`config.mk`:
```
export PLATFORM = sky130hd
export DESIGN_NAME = decode_stage
export DESIGN_NICKNAME = d
export VERILOG_FILES = /design/src/rtl/decode_stage.sv
export SDC_FILE = /design/constraint.sdc
export NUM_CORES = 1
export LEC_CHECK = 0
export BUFFER_PORTS_ARGS = -buffer_cell sky130_fd_sc_hd__buf_4
export CAP_MARGIN = 0
export CORE_AREA = 2 2 97 99
export CTS_CLUSTER_SIZE = 8
export DETAILED_ROUTE_END_ITERATION = 10
export DIE_AREA = 0 0 99 101
export PLACE_DENSITY = 0.85
export SYNTH_ARGS = -nofsm -noshare
export SYNTH_HDL_FRONTEND = slang
export SYNTH_SLANG_ARGS = --single-unit
```
`constraint.sdc`:
```
create_clock -name clk_i -period 2 [get_ports clk_i]
set_input_delay 0.1 -clock clk_i [delete_from_list [all_inputs] [get_ports clk_i]]
set_output_delay 0.1 -clock clk_i [all_outputs]
set_load 0.005 [all_outputs]
```
`src/rtl/decode_stage.sv`:
```
// decode_stage: RV32 instruction decode with a single-entry registered output.
// Optional feature: define DECODE_ILLEGAL_EN to add the registered illegal_o flag.
// The aluop encoding below (Add, Sleft, Branch, Funct) matches core_pkg.

module decode_stage #(
    parameter int XLEN = 32
) (
    input  logic            clk_i,
    input  logic            rst_ni,
    input  logic            valid_i,
    output logic            ready_o,
    input  logic [31:0]     instr_i,
    input  logic [XLEN-1:0] pc_i,
    input  logic            flush_i,
    output logic            valid_o,
    input  logic            ready_i,
    output logic [1:0]      aluop_o,
    output logic [2:0]      funct3_o,
    output logic [6:0]      funct7_o,
    output logic            itype_o,
    output logic [4:0]      rs1_o,
    output logic [4:0]      rs2_o,
    output logic [4:0]      rd_o,
    output logic [XLEN-1:0] imm_o,
    output logic [XLEN-1:0] pc_o,
    output logic            branch_o,
    output logic            jal_o,
    output logic            jalr_o,
    output logic            load_o,
    output logic            store_o,
    output logic            regwrite_o,
`ifdef DECODE_ILLEGAL_EN
    output logic            illegal_o,
`endif
    output logic            use_imm_o
);

    typedef enum logic [1:0] {
        ALU_ADD    = 2'd0,
        ALU_SLEFT  = 2'd1,
        ALU_BRANCH = 2'd2,
        ALU_FUNCT  = 2'd3
    } aluop_e;

    localparam logic [6:0] OPC_OP     = 7'b0110011;
    localparam logic [6:0] OPC_OP_IMM = 7'b0010011;
    localparam logic [6:0] OPC_LOAD   = 7'b0000011;
    localparam logic [6:0] OPC_STORE  = 7'b0100011;
    localparam logic [6:0] OPC_BRANCH = 7'b1100011;
    localparam logic [6:0] OPC_JAL    = 7'b1101111;
    localparam logic [6:0] OPC_JALR   = 7'b1100111;
    localparam logic [6:0] OPC_LUI    = 7'b0110111;
    localparam logic [6:0] OPC_AUIPC  = 7'b0010111;

    logic            valid_q;
    logic            accept;
    logic [6:0]      opcode;
    logic [2:0]      funct3;
    logic [6:0]      funct7;
    logic [4:0]      rd;
    aluop_e          aluop_dec;
    logic            itype_dec;
    logic            branch_dec;
    logic            jal_dec;
    logic            jalr_dec;
    logic            load_dec;
    logic            store_dec;
    logic            use_imm_dec;
    logic            regwrite_raw;
    logic            regwrite_dec;
    logic [31:0]     imm32;
    logic [XLEN-1:0] imm_ext;

    assign opcode = instr_i[6:0];
    assign funct3 = instr_i[14:12];
    assign funct7 = instr_i[31:25];
    assign rd     = instr_i[11:7];

    // Only the ready path is combinational; a flush kills the incoming word.
    assign ready_o = ~valid_q | ready_i;
    assign accept  = valid_i & ready_o & ~flush_i;
    assign valid_o = valid_q;

    // Opcode to control flags, ALU operation and format-specific immediate.
    always_comb begin
        aluop_dec    = ALU_ADD;
        itype_dec    = 1'b0;
        branch_dec   = 1'b0;
        jal_dec      = 1'b0;
        jalr_dec     = 1'b0;
        load_dec     = 1'b0;
        store_dec    = 1'b0;
        use_imm_dec  = 1'b0;
        regwrite_raw = 1'b0;
        imm32        = 32'd0;
        case (opcode)
            OPC_OP: begin
                aluop_dec    = ALU_FUNCT;
                regwrite_raw = 1'b1;
            end
            OPC_OP_IMM: begin
                aluop_dec    = ALU_FUNCT;
                itype_dec    = 1'b1;
                use_imm_dec  = 1'b1;
                regwrite_raw = 1'b1;
                imm32        = {{20{instr_i[31]}}, instr_i[31:20]};
            end
            OPC_LOAD: begin
                load_dec     = 1'b1;
                use_imm_dec  = 1'b1;
                regwrite_raw = 1'b1;
                imm32        = {{20{instr_i[31]}}, instr_i[31:20]};
            end
            OPC_STORE: begin
                store_dec    = 1'b1;
                use_imm_dec  = 1'b1;
                imm32        = {{20{instr_i[31]}}, instr_i[31:25], instr_i[11:7]};
            end
            OPC_BRANCH: begin
                aluop_dec    = ALU_BRANCH;
                branch_dec   = 1'b1;
                imm32        = {{19{instr_i[31]}}, instr_i[31], instr_i[7],
                                instr_i[30:25], instr_i[11:8], 1'b0};
            end
            OPC_JAL: begin
                jal_dec      = 1'b1;
                regwrite_raw = 1'b1;
                imm32        = {{11{instr_i[31]}}, instr_i[31], instr_i[19:12],
                                instr_i[20], instr_i[30:21], 1'b0};
            end
            OPC_JALR: begin
                jalr_dec     = 1'b1;
                use_imm_dec  = 1'b1;
                regwrite_raw = 1'b1;
                imm32        = {{20{instr_i[31]}}, instr_i[31:20]};
            end
            OPC_LUI: begin
                aluop_dec    = ALU_SLEFT;
                use_imm_dec  = 1'b1;
                regwrite_raw = 1'b1;
                imm32        = {instr_i[31:12], 12'd0};
            end
            OPC_AUIPC: begin
                use_imm_dec  = 1'b1;
                regwrite_raw = 1'b1;
                imm32        = {instr_i[31:12], 12'd0};
            end
            default: begin
                aluop_dec    = ALU_ADD;
            end
        endcase
    end

    // Sign-extend the 32-bit immediate to the datapath width.
    always_comb begin
        imm_ext = {{(XLEN - 31){imm32[31]}}, imm32[30:0]};
    end

`ifdef DECODE_ILLEGAL_EN
    logic illegal_dec;
    logic known_opcode;

    // Flags unknown opcodes, non-32-bit encodings and bad OP funct7/funct3 pairs.
    always_comb begin
        known_opcode = 1'b0;
        case (opcode)
            OPC_OP, OPC_OP_IMM, OPC_LOAD, OPC_STORE, OPC_BRANCH,
            OPC_JAL, OPC_JALR, OPC_LUI, OPC_AUIPC: known_opcode = 1'b1;
            default: known_opcode = 1'b0;
        endcase
        illegal_dec = ~known_opcode || (instr_i[1:0] != 2'b11);
        if (opcode == OPC_OP) begin
            if (funct7 == 7'h20) begin
                if ((funct3 != 3'd0) && (funct3 != 3'd5)) begin
                    illegal_dec = 1'b1;
                end
            end else if (funct7 != 7'h00) begin
                illegal_dec = 1'b1;
            end
        end
        regwrite_dec = regwrite_raw & (rd != 5'd0) & ~illegal_dec;
    end
`else
    // Writes to x0 are suppressed so downstream never sees a dead write.
    always_comb begin
        regwrite_dec = regwrite_raw & (rd != 5'd0);
    end
`endif

    // Output valid: flush wins, then accept, then downstream transfer drains.
    always_ff @(posedge clk_i or negedge rst_ni) begin
        if (!rst_ni) begin
            valid_q <= 1'b0;
        end else if (flush_i) begin
            valid_q <= 1'b0;
        end else if (accept) begin
            valid_q <= 1'b1;
        end else if (valid_q && ready_i) begin
            valid_q <= 1'b0;
        end
    end

    // Decoded payload loads only on accept, so it holds steady during a stall.
    always_ff @(posedge clk_i or negedge rst_ni) begin
        if (!rst_ni) begin
            aluop_o    <= 2'd0;
            funct3_o   <= 3'd0;
            funct7_o   <= 7'd0;
            itype_o    <= 1'b0;
            rs1_o      <= 5'd0;
            rs2_o      <= 5'd0;
            rd_o       <= 5'd0;
            imm_o      <= '0;
            pc_o       <= '0;
            branch_o   <= 1'b0;
            jal_o      <= 1'b0;
            jalr_o     <= 1'b0;
            load_o     <= 1'b0;
            store_o    <= 1'b0;
            regwrite_o <= 1'b0;
            use_imm_o  <= 1'b0;
`ifdef DECODE_ILLEGAL_EN
            illegal_o  <= 1'b0;
`endif
        end else if (accept) begin
            aluop_o    <= aluop_dec;
            funct3_o   <= funct3;
            funct7_o   <= funct7;
            itype_o    <= itype_dec;
            rs1_o      <= instr_i[19:15];
            rs2_o      <= instr_i[24:20];
            rd_o       <= rd;
            imm_o      <= imm_ext;
            pc_o       <= pc_i;
            branch_o   <= branch_dec;
            jal_o      <= jal_dec;
            jalr_o     <= jalr_dec;
            load_o     <= load_dec;
            store_o    <= store_dec;
            regwrite_o <= regwrite_dec;
            use_imm_o  <= use_imm_dec;
`ifdef DECODE_ILLEGAL_EN
            illegal_o  <= illegal_dec;
`endif
        end
    end

endmodule

```
==> results.cfg, run 1 <==
[status]
status = completed

[logic_synthesis]
ys_async_sr_fraction_pct = 100.0
yosysTopAreaCell = dfrtp_1
synth_area_leaders = dfrtp_1 (59%), nand2_1 (18%), a22oi_2 (2.7%), nor2_1 (2.2%), a22oi_1 (2.1%)
syn-num-nets = 521
synth_edf_count = 0
yosys.area_share.simple_pct = 24.14
synth_top_area_share_pct = 59.08
yosys_register_bits = 100
syn_inst = 452
ys_warn_count = 0
synth_compound_area_share_pct = 13.03
yosys-top-cells-count = nand2_1 (205), dfrtp_1 (100), nor2_1 (25), a21oi_1 (13), a22oi_1 (12)
yosys_most_used_dff = dfrtp_1
synth_most_common_cell = nand2_1
ys_types = 46
muxShareOfSynthArea_pct = 0.5318
seq_area_frac_synth_pct = 59.08
synthXorXnorAreaFrac_pct = 0
synth_fa_ha_area_share_pct = 0
synth_area_um2 = 4235
synth_top_family_by_area = simple AND/OR/NAND/NOR gates
avgSynthCellArea_um2 = 9.370

[place]
port_buffers = 169
place_area_um2 = 5629
place_congestion = 0.8937
hpwl_mm = 8.395

[global_routing]
grt_pass1_wl_mm = 20.16
gr-usage-all-layers_pct = 25.21
grt_overflow = 0
antenna_found_initial = 0
grt_max_degree = 53
grt_pass1_vias = 4144

[critical_path]
crit_type = input pin to flop
worstPathArrival_ns = 2.01
setup.worst_path.end_class = flop
start_kind = input pin
r2r-start = valid_o
r2r_slack_ns = 0.37
max_stage_delay_ns = 0.55
reg2reg_depth = 6
path_cells = dlygate4sd3_1 > buf_4 > nor2b_1 > and2_2 > o2111ai_2 > buf_4 > a22oi_2
cp_common_cell = buf_4
critPathSlowestCell = dlygate4sd3_1
timing.rr.end = pc_o[15]
crit_required_ns = 2.28
crit_fanout = 9

[sta]
setup_viol = 0
rsz0062_at_grt = no
hold_viol = 0
slew_violations = 0
fin_crit_ns = 1.728
clock.fmax_mhz = 578.7
slew_headroom_pct = 57.02
fin_tns_setup_ns = 0
tightest_slew_ns = 0.6447
final.setup_skew_ns = 0.009660
fin_crit_sh_pct = 86.41

[route]
wl_per_cell_um = 16.04
drcViolationCount = 0
wl_met1_mm = 5.037
top_layer_used = met4
wl_mm = 12.68
drt_iter0_drc = 276
route.met3.wl_um = 863
met2_length_mm = 6.450
via_count = 4152
via_per_inst = 5.249
drt-pass1-iter-count = 5
ant_nets = 0

[finish]
area_delta_synth_final_pct = 51.64
drive_above_1_share_pct = 32.06
nets = 745
antennaDiodeCount = 0
fin_area_um2 = 6422

[floorplan]
die_h_um = 101
coreArea_um2 = 8977
die_area_um2 = 9999
die_w_um = 99
core.rowCount = 35
start_util_pct = 47.18
ios = 170

[power_and_ir_drop]
ir_drop_uv = 434.4
finalPower_mw = 4.754
pwr_density_cell_nw_per_um2 = 740.1
leakage_nw = 3.259

[hold_path]
worstHoldStart = instr_i[3]
hold_path_end = use_imm_o
holdPathStages = 2
hold_class = input pin to flop

[clocking]
cts_sinks = 100
htree_levels = 3
postCtsHoldBufs = 58
cts_setup_buffers = 0
clock_latency_ns = 0.37
numCtsBuffers = 9
clk_pin_slew_ns = 0.09
clock_path_buffers = 2
cts-root-buf = clkbuf_8
ctsResizeCount = 0
cts_tree = built

[flow_run]
max-cap-violations = 0
## logic make-up (layout without fill, tap and decap cells)
family | after synthesis | count (layout)
AO/OA/AOI/OAI | 69 | 69
buffers and inverters | 29 | 257
flip-flops | 100 | 100
multiplexers | 2 | 2
AND/OR/NAND/NOR | 252 | 252
## critical path, delay by kind of cell
kind                   cells  cell delay [ns]
AND/OR/NAND/NOR            2             0.55
AO/OA/AOI/OAI              2             0.41
buffers and inverters      3             0.95
## where the power goes
group          leakage [nW]  internal [mW]  switching, mW  total (mW)
sequential             1.28           2.23          0.127        2.36
clock                 0.103          0.706          0.707        1.41
combinational          1.88          0.538          0.443       0.982
## flip-flops by register name, indices dropped and copies added (netlist names)
register and count:
imm_o 32, pc_o 32, funct7_o 7, rd_o 5, rs1_o 5, rs2_o 5
funct3_o 3, aluop_o 2, branch_o 1, itype_o 1, jal_o 1, jalr_o 1
load_o 1, regwrite_o 1, store_o 1, use_imm_o 1, valid_o 1
## final cells by class
| type | count | area [um^2] |
|---|---|---|
| Multi-Input combinational cell | 323 | 1605 |
| Clock inverter | 5 | 85.08 |
| Clock buffer | 10 | 127.6 |
| Sequential cell | 100 | 2502 |
| Fill cell | 629 | 2555 |
| Inverter | 3 | 11.26 |
| Timing Repair Buffer | 239 | 1952 |
| Tap cell | 111 | 138.9 |
## per-stage QoR
| stage | hold slack [ns] | setup WS, ns | util (%) | std cells |
|---|---|---|---|---|
| 5_1_grt | 0.002331 | 0.1946 | 71.54 | 791 |
| 6_report | 0.01264 | 0.2719 | 71.54 | 791 |
| 3_5_place_dp | 0.1659 | 0.3978 | 62.70 | 718 |
| 4_1_cts | 0.005769 | 0.2897 | 71.54 | 791 |
| 3_3_place_gp | 0.1553 | 0.4534 | 62.70 | 718 |
| 2_1_floorplan | -0.1956 | 0.4972 | - | 452 |
## metal layers
layer  GRT usage (%)  up-vias
met5               0        -
met1           31.78     2028
met2           42.41      166
li1                -     1930
met3           5.409       28
met4           10.43        0
## how the worst max path moves through the flow
stage	from	endpoint	slack (ns)	depth (start not counted)
final	flush_i	imm_o[20]	0.27	7
after floorplan	valid_o	imm_o[12]	0.50	4
after detailed placement	instr_i[3]	imm_o[20]	0.40	6
after global routing	flush_i	pc_o[28]	0.19	8
after CTS	flush_i	imm_o[20]	0.29	7
after global placement	instr_i[3]	imm_o[21]	0.45	6
## layout by cell type (no fill, tap or decap), drive strengths merged, types with 7 or more instances in the layout
cell,synthesis,final
o21ai,7,7
a22oi,21,21
dlygate4sd3,0,58
clkbuf,10,10
a21oi,14,14
nand2,205,205
buf,16,181
dfrtp,100,100
nor2,26,26
a22o,7,7
Note: power is estimated with default switching activity, not from simulation.
==> run 2, diff against run 1 <==
--- a/config.mk
+++ b/config.mk
@@ -7,11 +7,13 @@
 export LEC_CHECK = 0
 export BUFFER_PORTS_ARGS = -buffer_cell sky130_fd_sc_hd__buf_4
 export CAP_MARGIN = 0
-export CORE_AREA = 2 2 97 99
+export CELL_PAD_IN_SITES_DETAIL_PLACEMENT = 0
+export CELL_PAD_IN_SITES_GLOBAL_PLACEMENT = 2
+export CORE_AREA = 2 2 126 128
 export CTS_CLUSTER_SIZE = 8
 export DETAILED_ROUTE_END_ITERATION = 10
-export DIE_AREA = 0 0 99 101
-export PLACE_DENSITY = 0.85
+export DIE_AREA = 0 0 128 130
+export PLACE_DENSITY = 0.86
 export SYNTH_ARGS = -nofsm -noshare
 export SYNTH_HDL_FRONTEND = slang
 export SYNTH_SLANG_ARGS = --single-unit
==> run 2 against run 1 <==
Net effect:
- wire length grew 4.1%
- clock skew shrank 0.0031 ns
- non-clock buffer count grew 2
- register-to-register slack lost 0.05 ns
- worst hold slack gained 0.023 ns
- first-iteration DRC count shrank 2.5%
- sequential cell count is the same
- via count shrank 3.3%
- die area grew 66%
- critical path depth shrank 1
- critical path type unchanged
- highest routed layer unchanged
- core utilization shrank 28 points
- fmax shrank 5.2%
==> results.cfg, run 2 (synthesis gave the netlist of run 1 again) <==
[clocking]
htree_levels = 3
ctsResizeCount = 0
cts_sinks = 100
clk_pin_slew_ns = 0.07
numCtsBuffers = 9
cts_setup_buffers = 0
cts_tree = built
postCtsHoldBufs = 59
cts-root-buf = clkbuf_16
clock_path_buffers = 2
clock_latency_ns = 0.35

[critical_path]
crit_required_ns = 2.26
worstPathArrival_ns = 2.09
start_kind = input pin
r2r-start = valid_o
critPathTopFamily = compound AO/OA/AOI/OAI gates
reg2reg_depth = 4
crit_type = input pin to flop
setup.worst_path.end_class = flop
crit_fanout = 13
critPathBufInv = 2
crit_cells = 6
path_cells = dlygate4sd3_1 > buf_4 > nor2b_1 > and2_2 > o2111ai_2 > a22oi_1
critPathSlowestCell = dlygate4sd3_1
r2r_slack_ns = 0.32
timing.rr.end = imm_o[25]
max_stage_delay_ns = 0.55

[global_routing]
gr-usage-all-layers_pct = 16.05
grt_overflow = 0
grt_pass1_wl_mm = 20.93
grt_pass1_vias = 3991
grt_max_degree = 38
antenna_found_initial = 0

[sta]
fin_crit_ns = 1.823
setup_viol = 0
clock.fmax_mhz = 548.5
fin_crit_sh_pct = 91.17
final.setup_skew_ns = 0.006582
tightest_slew_ns = 0.8275
hold_viol = 0
slew_headroom_pct = 44.83
fin_tns_setup_ns = 0
slew_violations = 0
rsz0062_at_grt = no

[finish]
final_common_cell = nand2_1
fin_cells = 875
top_regs = imm_o: 32 flops, pc_o: 32 flops, funct7_o: 7 flops
fillers = 1516
nets = 747
layout_common_cells = nand2_1 (204), buf_4 (179), dfrtp_1 (100)
antennaDiodeCount = 0
area_delta_synth_final_pct = 57.61
fin_util_pct = 43.28
fin_area_um2 = 6675
drive_above_1_share_pct = 32.36

[power_and_ir_drop]
clkPwrFrac_pct = 36.2
intPower_mw = 3.907
p_sw_mw = 1.324
pwr_density_cell_nw_per_um2 = 783.7
power_switching_share_pct = 25.31
ir_drop_uv = 391.2
leakage_nw = 3.339
pwr-share-comb_pct = 18.8
pwr-share-seq_pct = 45.0

[route]
wl_mm = 13.21
ant_nets = 0
drt_iter0_drc = 269
wl_per_cell_um = 15.10
via_per_inst = 4.586
drt-pass1-iter-count = 4
drcViolationCount = 0
via_count = 4013

[floorplan]
die_w_um = 128
die_area_um2 = 16640
core.rowCount = 46
start_util_pct = 27.46
ios = 170
coreArea_um2 = 15420
die_h_um = 130

[place]
port_buffers = 169
hpwl_mm = 9.259
place_congestion = 0.8226
dp_cells = 800
place_area_um2 = 5767

[hold_path]
holdPathStages = 2
hold_class = input pin to flop
worstHoldStart = instr_i[3]
hold_path_end = use_imm_o

[status]
status = completed

[flow_run]
max-cap-violations = 0
## run 2: cell count changes in the layout (fill, tap and decap cells not counted)
cell	previous run	this run
clkbuf_16	0	9
clkbuf_8	9	1
clkinv_2	0	3
buf_12	1	3
buf_4	180	179
clkinv_4	1	0
clkinvlp_4	1	0
dlygate4sd3_1	58	59
inv_6	1	0
o21ai_1	2	1
o21ai_2	0	1
## run 2: area by class of cell
class | count | area, um^2 | share of cell area, %
flip-flops and latches | 100 | 2502 | 37.49
inverters | 3 | 11.26 | 0.1687
well taps | 192 | 240.2 | 3.599
multi-input cells | 323 | 1609 | 24.10
clock inverters | 5 | 75.07 | 1.125
clock buffers | 11 | 242.7 | 3.636
repair buffers | 241 | 1994 | 29.88
## run 2: power by group through the flow
stage / logic [mW] / clock network, mW / registers, mW
2_1_floorplan: 0.282 / 0 / 2.40
3_3_place_gp: 0.885 / 0 / 2.39
3_5_place_dp: 0.904 / 0 / 2.39
4_1_cts: 0.997 / 1.95 / 2.36
5_1_grt: 1.09 / 2.03 / 2.38
6_report: 0.981 / 1.89 / 2.36
## run 2: how the worst max path moves through the flow
stage               start        end  slack [ns]
2_1_floorplan     valid_o  imm_o[12]        0.50
3_3_place_gp   instr_i[3]  imm_o[25]        0.27
3_5_place_dp   instr_i[3]  imm_o[25]        0.27
4_1_cts           flush_i  imm_o[25]        0.18
5_1_grt           flush_i  imm_o[25]        0.04
6_report          flush_i  imm_o[25]        0.18
## run 2: per-stage QoR
step	setup WS [ns]	hold slack, ns	total power [mW]
floorplan	0.4972	-0.1956	2.681
global placement	0.2731	0.1094	3.270
detailed placement	0.2664	0.1079	3.294
CTS	0.1827	0.01945	5.306
global route	0.04390	0.04311	5.499
finish	0.1767	0.03594	5.231
## run 2: per-layer routing
| layer | wire length, um | vias to the layer above | part of all wire (%) | GRT usage, % |
|---|---|---|---|---|
| met5 | 0 | - | 0 | 0 |
| met4 | 323 | 0 | 2.4 | 7.111 |
| met3 | 677 | 18 | 5.1 | 4.100 |
| met2 | 6412 | 101 | 49 | 26.08 |
| met1 | 5796 | 1951 | 44 | 20.38 |
| li1 | - | 1943 | - | - |
